[src/rtl/gmsk_timing_pkg.sv]
// rtl/gmsk_timing_pkg.sv - GSM TDMA timing constants and slot-length helper
//
// Shared by gmsk_sym_phase_cnt and gmsk_sym_timer. Slots 0 and 4 carry one
// extra guard symbol so that four slots total exactly 625 symbols.
package gmsk_timing_pkg;

    localparam int         SLOTS_PER_FRAME = 8;
    localparam logic [7:0] SLOT_LEN_LONG   = 8'd157;
    localparam logic [7:0] SLOT_LEN_SHORT  = 8'd156;
    localparam logic [2:0] LONG_SLOT_A     = 3'd0;
    localparam logic [2:0] LONG_SLOT_B     = 3'd4;
    localparam int         FN_MOD_DEFAULT  = 2715648;

    function automatic logic [7:0] slot_len(input logic [2:0] ts);
        return ((ts == LONG_SLOT_A) || (ts == LONG_SLOT_B)) ? SLOT_LEN_LONG : SLOT_LEN_SHORT;
    endfunction

endpackage

[src/rtl/gmsk_sym_phase_cnt.sv]
// rtl/gmsk_sym_phase_cnt.sv - divisor latch, symbol phase counter and strobes
//
// Ports:
//   clk_in    divided clock, rising edge
//   rst_x     synchronous active-low reset
//   en        run enable; low holds the phase and suppresses strobes
//   div_val   requested clocks per symbol (values below 2 act as 2)
//   resync    restart the phase at 0 and re-latch the divisor
//   sym_tick  combinational: this cycle ends a symbol (registered as sym_stb)
//   sym_stb   registered symbol strobe
//   half_stb  registered mid-symbol strobe
module gmsk_sym_phase_cnt #(
    parameter int DIV_W = 8
) (
    input  logic             clk_in,
    input  logic             rst_x,
    input  logic             en,
    input  logic [DIV_W-1:0] div_val,
    input  logic             resync,
    output logic             sym_tick,
    output logic             sym_stb,
    output logic             half_stb
);

    logic [DIV_W-1:0] phase_q, phase_d;
    logic [DIV_W-1:0] div_q, div_d;
    logic             sym_stb_q, sym_stb_d;
    logic             half_stb_q, half_stb_d;
    logic [DIV_W-1:0] div_clamped;

    assign div_clamped = (div_val < DIV_W'(2)) ? DIV_W'(2) : div_val;

    // The divisor only changes at a symbol boundary, so a div_val change
    // mid-symbol never shortens or stretches the symbol already in flight.
    always_comb begin
        phase_d    = phase_q;
        div_d      = div_q;
        sym_stb_d  = 1'b0;
        half_stb_d = 1'b0;
        sym_tick   = 1'b0;
        if (resync) begin
            phase_d = '0;
            div_d   = div_clamped;
        end else if (en) begin
            sym_tick   = (phase_q == div_q - DIV_W'(1));
            sym_stb_d  = sym_tick;
            half_stb_d = (phase_q == (div_q >> 1) - DIV_W'(1));
            if (sym_tick) begin
                phase_d = '0;
                div_d   = div_clamped;
            end else begin
                phase_d = phase_q + DIV_W'(1);
            end
        end
    end

    always_ff @(posedge clk_in) begin
        if (!rst_x) begin
            phase_q    <= '0;
            div_q      <= DIV_W'(2);
            sym_stb_q  <= 1'b0;
            half_stb_q <= 1'b0;
        end else begin
            phase_q    <= phase_d;
            div_q      <= div_d;
            sym_stb_q  <= sym_stb_d;
            half_stb_q <= half_stb_d;
        end
    end

    assign sym_stb  = sym_stb_q;
    assign half_stb = half_stb_q;

endmodule

[src/rtl/gmsk_sym_timer.sv]
// rtl/gmsk_sym_timer.sv - GMSK symbol strobes and GSM TDMA position tracking
//
// Optional feature macro: GMSK_SYM_TIMER_FN_CMP_EN (adds fn_cmp / fn_hit).
// Ports:
//   clk_in, rst_x        clock and synchronous active-low reset
//   en                   run enable
//   div_val              clocks per symbol
//   resync               restart at fn=0, ts=0, sym=0, phase=0
//   sym_stb, half_stb    single-cycle symbol / mid-symbol strobes
//   sym_idx, ts_idx, fn  TDMA position
//   slot_start           pulse with the first symbol of each slot
//   frame_start          pulse with the first symbol of timeslot 0
//   fn_cmp, fn_hit       (optional) frame-number match pulse
module gmsk_sym_timer
    import gmsk_timing_pkg::*;
#(
    parameter int DIV_W  = 8,
    parameter int FN_W   = 22,
    parameter int FN_MOD = FN_MOD_DEFAULT
) (
    input  logic             clk_in,
    input  logic             rst_x,
    input  logic             en,
    input  logic [DIV_W-1:0] div_val,
    input  logic             resync,
    output logic             sym_stb,
    output logic             half_stb,
    output logic [7:0]       sym_idx,
    output logic [2:0]       ts_idx,
    output logic [FN_W-1:0]  fn,
    output logic             slot_start,
    output logic             frame_start
`ifdef GMSK_SYM_TIMER_FN_CMP_EN
    ,
    input  logic [FN_W-1:0]  fn_cmp,
    output logic             fn_hit
`endif
);

    logic            sym_tick;
    logic [7:0]      sym_q, sym_d;
    logic [2:0]      ts_q, ts_d;
    logic [FN_W-1:0] fn_q, fn_d;
    logic            started_q, started_d;
    logic            slot_start_q, slot_start_d;
    logic            frame_start_q, frame_start_d;

    gmsk_sym_phase_cnt #(
        .DIV_W (DIV_W)
    ) u_phase (
        .clk_in   (clk_in),
        .rst_x    (rst_x),
        .en       (en),
        .div_val  (div_val),
        .resync   (resync),
        .sym_tick (sym_tick),
        .sym_stb  (sym_stb),
        .half_stb (half_stb)
    );

    // started_q clear means the first symbol of the timeline has not yet been
    // emitted: that symbol lands on position 0 instead of advancing it.
    always_comb begin
        sym_d         = sym_q;
        ts_d          = ts_q;
        fn_d          = fn_q;
        started_d     = started_q;
        slot_start_d  = 1'b0;
        frame_start_d = 1'b0;
        if (resync) begin
            sym_d     = '0;
            ts_d      = '0;
            fn_d      = '0;
            started_d = 1'b0;
        end else if (sym_tick) begin
            if (!started_q) begin
                started_d     = 1'b1;
                slot_start_d  = 1'b1;
                frame_start_d = 1'b1;
            end else if (sym_q == slot_len(ts_q) - 8'd1) begin
                sym_d        = '0;
                ts_d         = ts_q + 3'd1;
                slot_start_d = 1'b1;
                if (ts_q == 3'(SLOTS_PER_FRAME - 1)) begin
                    frame_start_d = 1'b1;
                    fn_d = (fn_q == FN_W'(FN_MOD - 1)) ? '0 : fn_q + FN_W'(1);
                end
            end else begin
                sym_d = sym_q + 8'd1;
            end
        end
    end

    always_ff @(posedge clk_in) begin
        if (!rst_x) begin
            sym_q         <= '0;
            ts_q          <= '0;
            fn_q          <= '0;
            started_q     <= 1'b0;
            slot_start_q  <= 1'b0;
            frame_start_q <= 1'b0;
        end else begin
            sym_q         <= sym_d;
            ts_q          <= ts_d;
            fn_q          <= fn_d;
            started_q     <= started_d;
            slot_start_q  <= slot_start_d;
            frame_start_q <= frame_start_d;
        end
    end

    assign sym_idx     = sym_q;
    assign ts_idx      = ts_q;
    assign fn          = fn_q;
    assign slot_start  = slot_start_q;
    assign frame_start = frame_start_q;

`ifdef GMSK_SYM_TIMER_FN_CMP_EN
    logic fn_hit_q, fn_hit_d;

    always_comb begin
        fn_hit_d = frame_start_d && (fn_d == fn_cmp);
    end

    always_ff @(posedge clk_in) begin
        if (!rst_x) begin
            fn_hit_q <= 1'b0;
        end else begin
            fn_hit_q <= fn_hit_d;
        end
    end

    assign fn_hit = fn_hit_q;
`endif

endmodule

[config.mk]
export PLATFORM = sky130hd
export DESIGN_NAME = gmsk_sym_timer
export DESIGN_NICKNAME = d
export VERILOG_FILES = /design/src/rtl/gmsk_timing_pkg.sv /design/src/rtl/gmsk_sym_phase_cnt.sv /design/src/rtl/gmsk_sym_timer.sv
export SDC_FILE = /design/constraint.sdc
export NUM_CORES = 1
export LEC_CHECK = 0
export BUFFER_PORTS_ARGS = -buffer_cell sky130_fd_sc_hd__buf_2
export CORE_MARGIN = 2
export CORE_UTILIZATION = 36
export DETAILED_ROUTE_END_ITERATION = 10
export GPL_ROUTABILITY_DRIVEN = 0
export PLACE_DENSITY = 0.51
export SLEW_MARGIN = 20
export SYNTH_ARGS = -nofsm -noshare
export SYNTH_HDL_FRONTEND = slang
export SYNTH_SLANG_ARGS = --single-unit
[constraint.sdc]
create_clock -name clk_in -period 3.7 [get_ports clk_in]
set_input_delay 0.185 -clock clk_in [delete_from_list [all_inputs] [get_ports clk_in]]
set_output_delay 0.185 -clock clk_in [all_outputs]
set_load 0.005 [all_outputs]
Word level (Yosys, flattened, before mapping). Index checks and enable logic that the tools add are counted.

Equal/unequal tests: 6. Reduce and logical (&&, ||, !) cells: 11. $add $sub $neg: 7. Order comparisons: 1. Muxes and demuxes: 15. Bitwise logic cells: 3.

Operators by type and width (count): 2-to-1 mux 8 bit (6); equality test 8 bit (3); adder 22 x 1 -> 22 bit, second input constant (1); equality test 22 bit, second input constant (1); 2-to-1 mux 22 bit (1); adder 8 x 1 -> 8 bit, second input constant (2); subtractor 8 x 1 -> 8 bit, second input constant (2); less-than comparator 8 x 2 -> 1 bit, second input constant (1); 2-to-1 mux 1 bit (8); subtractor 7 x 1 -> 8 bit, second input constant (1); equality test 3 bit, second input constant (2); OR reduction 3 bit (2); AND reduction 2 bit (2); AND reduction 4 bit (1); nonzero test 2 bit (2); adder 3 x 1 -> 3 bit, second input constant (1); zero test 3 bit (1); inverter 1 bit (3); AND reduction 3 bit (1); OR reduction 2 bit (1); logical OR 1 bit (1).

Input port bits: 12. Word-level logic and storage cells: 53. Flip-flop bits (word level): 54. Output and inout bits: 37.

Depth between registers and ports, before layout. Gate-level depths: netlist of run 1.

Depth after elaboration: 7. Mapped depth: 10. Depth with buffers taken out: 7.

Hierarchy. Synthesis of run 1 repeated with hierarchy kept, for this count alone.

Cells, all modules: 371. Area total of the unflattened synthesis: 3173.0 µm².

Modules (own cells, without submodules): gmsk_sym_timer (area each 1908.1 µm², cells an instance 223, times used 1); gmsk_sym_phase_cnt (area each 1265.0 µm², cells an instance 148, times used 1).

Worst setup path before layout of run 1. Ideal clock, no wire load.

Path type: reg-to-reg. Start point: register ts_q[0] (netlist: ts_idx[0]). End point: register fn_q[10] (netlist: fn[10]). Path buffers: 2. Clock period less this slack: 2.307 ns. Cell stages (with the launch flop): 10. Slack: 1.393 ns. Arrival: 2.172 ns. Cell sequence: dfxtp_1 > inv_1 > ha_1 > nand4bb_4 > a2111oi_4 > o2111ai_1 > buf_2 > clkbuf_1 > o311ai_0 > o41ai_1.

Longest elaborated chain between the ends: 6. Elaborated cells between the ends (all ways): 8.

Ends and longest elaborated chain: from (decl) (RTL line gmsk_sym_timer.sv:42) `logic [2:0] ts_q, ts_d;`; from (signal assigned) (RTL line gmsk_sym_timer.sv:104) `ts_q <= ts_d;`; equality test 3 bit / zero test 3 bit (equally long branches) (RTL line gmsk_timing_pkg.sv:15) `return ((ts == LONG_SLOT_A) || (ts == LONG_SLOT_B)) ? SLOT_LEN_LONG : SLOT_LEN_SHORT;`; logical OR 1 bit (RTL line gmsk_timing_pkg.sv:15); 2-to-1 mux 1 bit (RTL line gmsk_timing_pkg.sv:15); subtractor 8 x 1 -> 8 bit (RTL line gmsk_sym_timer.sv:80) `end else if (sym_q == slot_len(ts_q) - 8'd1) begin`; equality test 8 bit (RTL line gmsk_sym_timer.sv:80); AND reduction 4 bit (no source line) *; to (signal assigned) (RTL line gmsk_sym_timer.sv:105) `fn_q <= fn_d;`; to (decl) (RTL line gmsk_sym_timer.sv:43) `logic [FN_W-1:0] fn_q, fn_d;`.

Every way passes the cells marked *; elsewhere a longest branch is shown, timed or not. A chain may end at the register's enable or synchronous reset.

Worst setup path in the final report of run 1.
Start point: register u_phase.div_q[1]. End point: register fn_q[20] (netlist: fn[20]).

Longest elaborated chain between the ends: 5.

Ends and longest elaborated chain: from (decl) (RTL line gmsk_sym_phase_cnt.sv:26) `logic [DIV_W-1:0] div_q, div_d;`; from (signal assigned) (RTL line gmsk_sym_phase_cnt.sv:65) `div_q <= div_d;`; subtractor 8 x 1 -> 8 bit (RTL line gmsk_sym_phase_cnt.sv:45) `sym_tick = (phase_q == div_q - DIV_W'(1));`; equality test 8 bit (RTL line gmsk_sym_phase_cnt.sv:45); 2-to-1 mux 1 bit; 2-to-1 mux 1 bit (RTL line gmsk_sym_phase_cnt.sv:41) `if (resync) begin`; AND reduction 4 bit (no source line).

No other way between the ends.

==> flow_metrics.tcl, run 1 <==
set metrics [dict create \
    vdd_ir_drop_max_mv 0.1799 \
    syn-cell-area_um2 3420 \
    grt_overflow 0 \
    fin_area_um2 3846 \
    floorplan.initialDensity_pct 37.01 \
    core_um2 9240 \
    wirelength_mm 8.894 \
    wl_per_cell_um 15.66 \
    cts_tree "done" \
    grt_use_total_pct 17.88 \
    cpPeakStageDelay_ns 0.54 \
    slowest_stage "or4b_1" \
    critPathKind "flip-flop to flip-flop" \
    first_global_vias 3025 \
    area_delta_synth_final_pct 12.48 \
    combPwrFrac_pct 14.9 \
    seq_area_um2 1081 \
    syn_inst 405 \
    postCtsHoldBufs 0 \
    ys.flop_type "dfxtp_1" \
    die_h_um 101.5 \
    intPower_w 0.0007718 \
    maxSlewHeadroom_pct 52.88 \
    clk_pin_slew_ns 0.10 \
    cts_resized 0 \
    hold_class "input pin to flip-flop" \
    syn-num-nets 425 \
    cp-start-kind "flip-flop" \
    cts_root_buf "clkbuf_8" \
    drc 0 \
    nets 459 \
    dieWidth_um 101.5 \
    drive_gt1_share_pct 19.13 \
    dp_hpwl_mm 6.104 \
    place_area_um2 3756 \
    finalClockSkew_ns 0.01091 \
    critPathMaxFanout 30 \
    yosysSeqAreaShare_pct 31.61 \
    syn_avg_cell_area_um2 8.443 \
    vias 3173 \
    hold_viol 0 \
    switching_share_pct 29.28 \
    cap_viol_max_count 0 \
    slew_viol_final 0 \
    fillers 965 \
    required_ns 3.94 \
    power.static_leakage_nw 1.386 \
    ant_nets 0 \
    drtIter0Drc 120 \
    via_per_inst 5.586 \
    grt_pass1_wl_mm 14.96 \
    finalSetupTns_ns 0 \
    synth_cell_types 61 \
    setup_viol 0 \
    yosysWarnings 0 \
    postCtsSetupBuffers 0 \
    hold_slack_ns 0.1209 \
    antenna_cells 0 \
    htreeDepth 2 \
    cp_data_arrival_time_ns 3.02 \
    net-switching-power_w 0.0003195 \
    grt_antenna_before_repair 0 \
    power_frac_clock_pct 29.7 \
    synth-edff-count 0 \
    io_pins 49 \
    fp-row-count 35 \
    cp-end-kind "flip-flop" \
    netlist_top_cells_area "dfxtp_1, nand2_1, mux2i_1, xor2_1, ha_1" \
    portBuffers 48 \
    synthArstFlopShare_pct 0 \
    grt_max_degree 37 \
    first_pass_iters 6 \
    dieArea_um2 10290 \
    tightestPinTransition_ns 0.7068 \
    layout_min_cycle_time_ns 2.780 \
    multi_input_area_um2 2187 \
    power_w 0.001091 \
    fmax_ghz 0.3597 \
    crit_chain "inv_1 > ha_1 > nor4b_1 > xnor2_1 > o221ai_2 > buf_4 > or4b_1 > o22ai_1" \
    p_seq_share_pct 55.3 \
    powerDensity_nw_per_um2 283.7 \
    cts_sinks 54 \
    finalCritPeriodShare_pct 75.14 \
    numCtsBuffers 5 \
    synth.top_cell.area_share_pct 31.61 \
    clk_latency_ns 0.31 \
    synth_seq_cells 54 \
    ctsLongestPathBuffers 2 \
    yosys.area.top_type "dfxtp_1" \
    grt_setup_unrepaired "false" \
    status "completed" \
]
## flip-flops by register name, summed over array words and instances (netlist names)
| register | flops |
|---|---|
| started_q | 1 |
| sym_idx | 8 |
| u_phase.half_stb | 1 |
| u_phase.sym_stb | 1 |
| fn | 22 |
| u_phase.phase_q | 8 |
| u_phase.div_q | 8 |
| frame_start | 1 |
| slot_start | 1 |
| ts_idx | 3 |
## final cells by class
type	count	area share (%)
clock buffers	5	1.789
clock inverters	2	0.2602
inverters	12	1.171
multi-input cells	311	56.86
flip-flops and latches	54	28.11
well taps	129	4.196
repair buffers	55	7.612
## power by group through the flow
stage / clock network (W) / logic (W) / registers, W
floorplan: 0 / 0.000131 / 0.000608
global placement: 0 / 0.000158 / 0.000617
detailed placement: 0 / 0.000161 / 0.000618
CTS: 0.000341 / 0.000162 / 0.000604
global route: 0.000363 / 0.000180 / 0.000606
finish: 0.000324 / 0.000163 / 0.000604
## cell usage in the layout (no fill, tap or decap), types with 9 or more instances in the layout
cell type	n
a211oi_1	10
a21oi_1	15
buf_2	48
dfxtp_1	54
inv_1	12
mux2i_1	16
nand2_1	53
nand3_1	19
nand4_1	13
nor2_1	16
nor3_1	14
o21ai_0	11
o22ai_1	9
or3_1	10
xnor2_1	11
xor2_1	16
## cells by family after synthesis
kind of cell | count (synthesis) | share of synthesized area [%]
AO/OA/AOI/OAI | 88 | 20.16
adder cells (fa/ha/maj) | 8 | 2.927
buffers and inverters | 40 | 5.012
multiplexers | 16 | 4.683
AND/OR/NAND/NOR | 172 | 28.69
flip-flops | 54 | 31.61
XOR/XNOR | 27 | 6.915
## layer usage
layer  share of wire [%]  global-route usage [%]
met1                  49                   25.60
met2                  46                   28.32
met3                 3.2                   2.692
met5                   0                       0
met4                 1.1                   4.366
## worst max-delay path, delay by kind of cell, from the launching register on
| family | cells | cell delay (ns) |
|---|---|---|
| flip-flops | 1 | 0.35 |
| XOR/XNOR | 1 | 0.22 |
| buffers and inverters | 2 | 0.46 |
| adder cells (fa/ha/maj) | 1 | 0.28 |
| AO/OA/AOI/OAI | 2 | 0.48 |
| AND/OR/NAND/NOR | 2 | 0.92 |
## through the flow
stage | utilization (%) | cells | worst slack, ns
finish | 41.62 | 568 | 0.9200
global route | 41.62 | 568 | 0.7182
floorplan | - | 405 | 1.393
global placement | 40.65 | 561 | 0.8696
detailed placement | 40.65 | 561 | 0.7358
CTS | 41.50 | 568 | 0.7030
## cell usage after synthesis, types with 2 or more instances
cell type  instances
or4b_1             2
o31ai_1            3
o41ai_1            8
nand4b_1           5
a21o_1             2
and2_1             3
xnor2_1           11
nand4_1           13
o311ai_0           8
nand2b_1           4
a21boi_0           2
nand3_1           19
o22ai_1            9
nor2_1            16
and4_1             2
a221oi_2           2
or4_1              3
buf_4              2
nor3_1            14
or2_2              3
a211oi_1          10
dfxtp_1           54
nor4_4             2
xor2_1            16
or3_1             10
ha_1               8
o21ai_0           11
mux2i_1           16
o211ai_1           4
inv_1             12
a21oi_1           15
nor2b_1            5
nand2_1           53
nor4_1             5
and3_1             5
clkbuf_1          14
buf_2             10
## worst paths after layout
check	startpoint	to	slack (ns)	cells after the start
worst min register to register	ts_idx[2]	ts_idx[2]	0.49	2
worst max-delay path	u_phase.div_q[1]	fn[20]	0.92	8
worst min-delay path	div_val[3]	u_phase.div_q[3]	0.12	3
worst max register to register	u_phase.div_q[1]	fn[20]	0.92	8
(Power assumes the default switching activity.)
==> run 2: changes to the inputs <==
Clock period 3.7 ns to 2.6 ns, I/O delays scaled along.
==> run 2 against run 1 <==
Compared with the run above: die area unchanged; core utilization increased by 2.2 points; first-iteration DRC count up 8.3%; sequential power rose by 42%; sequential share of layout area decreased by 1.4 points; final cell count grew 3.3%; register-to-register slack got worse by 0.74 ns; setup slack got worse by 0.74 ns; critical endpoint unchanged.
==> flow_metrics.tcl, run 2 (synthesis gave the netlist of run 1 again) <==
set metrics [dict create \
    status "completed" \
    grt_pass1_wl_mm 15.28 \
    area_delta_synth_final_pct 18.29 \
    cts_root_buf "clkbuf_8" \
    antenna_cells 0 \
    slowest_stage "or4b_1" \
    core_um2 9240 \
    min_path_cells 3 \
    maxSlewHeadroom_pct 61.78 \
    hold_slack_ns 0.06290 \
    rr_worst_depth 8 \
    portBuffers 48 \
    clk_pin_slew_ns 0.10 \
    dieArea_um2 10290 \
    cp_data_arrival_time_ns 2.66 \
    cts_tree "done" \
    setup_viol 0 \
    hold_class "input pin to flip-flop" \
    grt_use_total_pct 18.16 \
    seq_area_um2 1082 \
    cpPeakStageDelay_ns 0.53 \
    cts_sinks 54 \
    min_to "u_phase.div_q[6]" \
    wl_per_cell_um 15.31 \
    clk_latency_ns 0.31 \
    wirelength_mm 8.985 \
    crit_chain "inv_1 > ha_1 > o21ba_2 > a221oi_2 > o221ai_2 > buf_12 > or4b_1 > o22ai_1" \
    drive_gt1_share_pct 22.71 \
    vias 3205 \
    hold_viol 0 \
    powerDensity_nw_per_um2 419.6 \
    final_cell_mix "nand2_1, dfxtp_1, buf_2" \
    crit_family "compound AO/OA/AOI/OAI gates" \
    critPathKind "flip-flop to flip-flop" \
    first_global_vias 3026 \
    drc 0 \
    die_h_um 101.5 \
    crit_buf_inv 2 \
    fin_area_um2 4045 \
    dp_hpwl_mm 6.353 \
    dieWidth_um 101.5 \
    place_area_um2 3906 \
    required_ns 2.84 \
    multi_input_area_um2 2185 \
    r2r-start "u_phase.div_q[1]" \
    first_pass_iters 4 \
    finalSetupTns_ns 0 \
    hp-start "div_val[6]" \
    grt_antenna_before_repair 0 \
    ant_nets 0 \
    fillers 959 \
    grt_overflow 0 \
    nets 477 \
    finalCritPeriodShare_pct 93.25 \
    finalClockSkew_ns 0.01110 \
    r2r_slack_ns 0.18 \
    htreeDepth 2 \
    floorplan.initialDensity_pct 37.01 \
    io_pins 49 \
    dp_slack_ns 0.1131 \
    r2r_end "fn[20]" \
    cp-start-kind "flip-flop" \
    power.static_leakage_nw 1.502 \
    tightestPinTransition_ns 0.5721 \
    layout_min_cycle_time_ns 2.425 \
    numCtsBuffers 5 \
    fp-row-count 35 \
    postCtsHoldBufs 0 \
    largest_reg_flops 22 \
    vdd_ir_drop_max_mv 0.2853 \
    fmax_ghz 0.4124 \
    via_per_inst 5.460 \
    fin_ws_ns 0.1754 \
    cp-end-kind "flip-flop" \
    ctsLongestPathBuffers 2 \
    slew_viol_final 0 \
    drtIter0Drc 130 \
    cap_viol_max_count 0 \
    critPathMaxFanout 41 \
    grt_setup_unrepaired "false" \
    grt_max_degree 42 \
]
## run 2: cell count changes in the layout (fill, tap and decap cells not counted), moves of 2 or more
cell      before  now
clkbuf_1       0    2
buf_4          7   22
clkinv_2       2    0
buf_12         0    3
## run 2: report_power, final
part	internal, W	switching [W]
clock network	0.000289	0.000287
registers	0.000837	0.0000192
logic	0.000102	0.000163
## run 2: metrics by stage
step | instances | total power (W) | utilization [%]
after floorplan | 405 | 0.001052 | -
after global placement | 576 | 0.001130 | 42.27
after detailed placement | 576 | 0.001133 | 42.27
after CTS | 584 | 0.001717 | 43.43
after global routing | 587 | 0.001785 | 43.78
final | 587 | 0.001697 | 43.78
## run 2: cell type report
cell class | count | area share [%]
Clock buffer | 7 | 1.887
Timing Repair Buffer | 73 | 11.51
Sequential cell | 54 | 26.76
Clock inverter | 1 | 0.7423
Multi-Input combinational cell | 311 | 54.01
Tap cell | 129 | 3.990
Inverter | 12 | 1.114
## run 2: worst max path at each step
stage	from	slack [ns]	end	cells past startpoint
after global placement	ts_idx[0]	0.20	fn[20]	8
after floorplan	ts_idx[0]	0.29	fn[10]	9
after CTS	ts_idx[0]	0.07	fn[20]	8
final	u_phase.div_q[1]	0.18	fn[20]	8
after detailed placement	ts_idx[0]	0.11	fn[20]	8
after global routing	u_phase.div_q[1]	0.03	fn[20]	8
## run 2: layer usage
layer	part of all wire (%)	vias up	routed length (um)	track usage, %
met5	0	-	0	0
met4	0.89	0	80	4.054
met3	3.0	6	268	2.761
met2	45	54	4087	29.60
met1	51	1521	4549	25.42
li1	-	1624	-	-
## run 2: timing repair
item                       in CTS  in global routing
setup endpoints to repair       0                 15
buffers inserted                0                  3
resized for setup               0                  3
## run 2: worst min-delay path, cell delays in order
cell     delay, ns
buf_2         0.10
nand2_1       0.05
mux2i_1       0.05
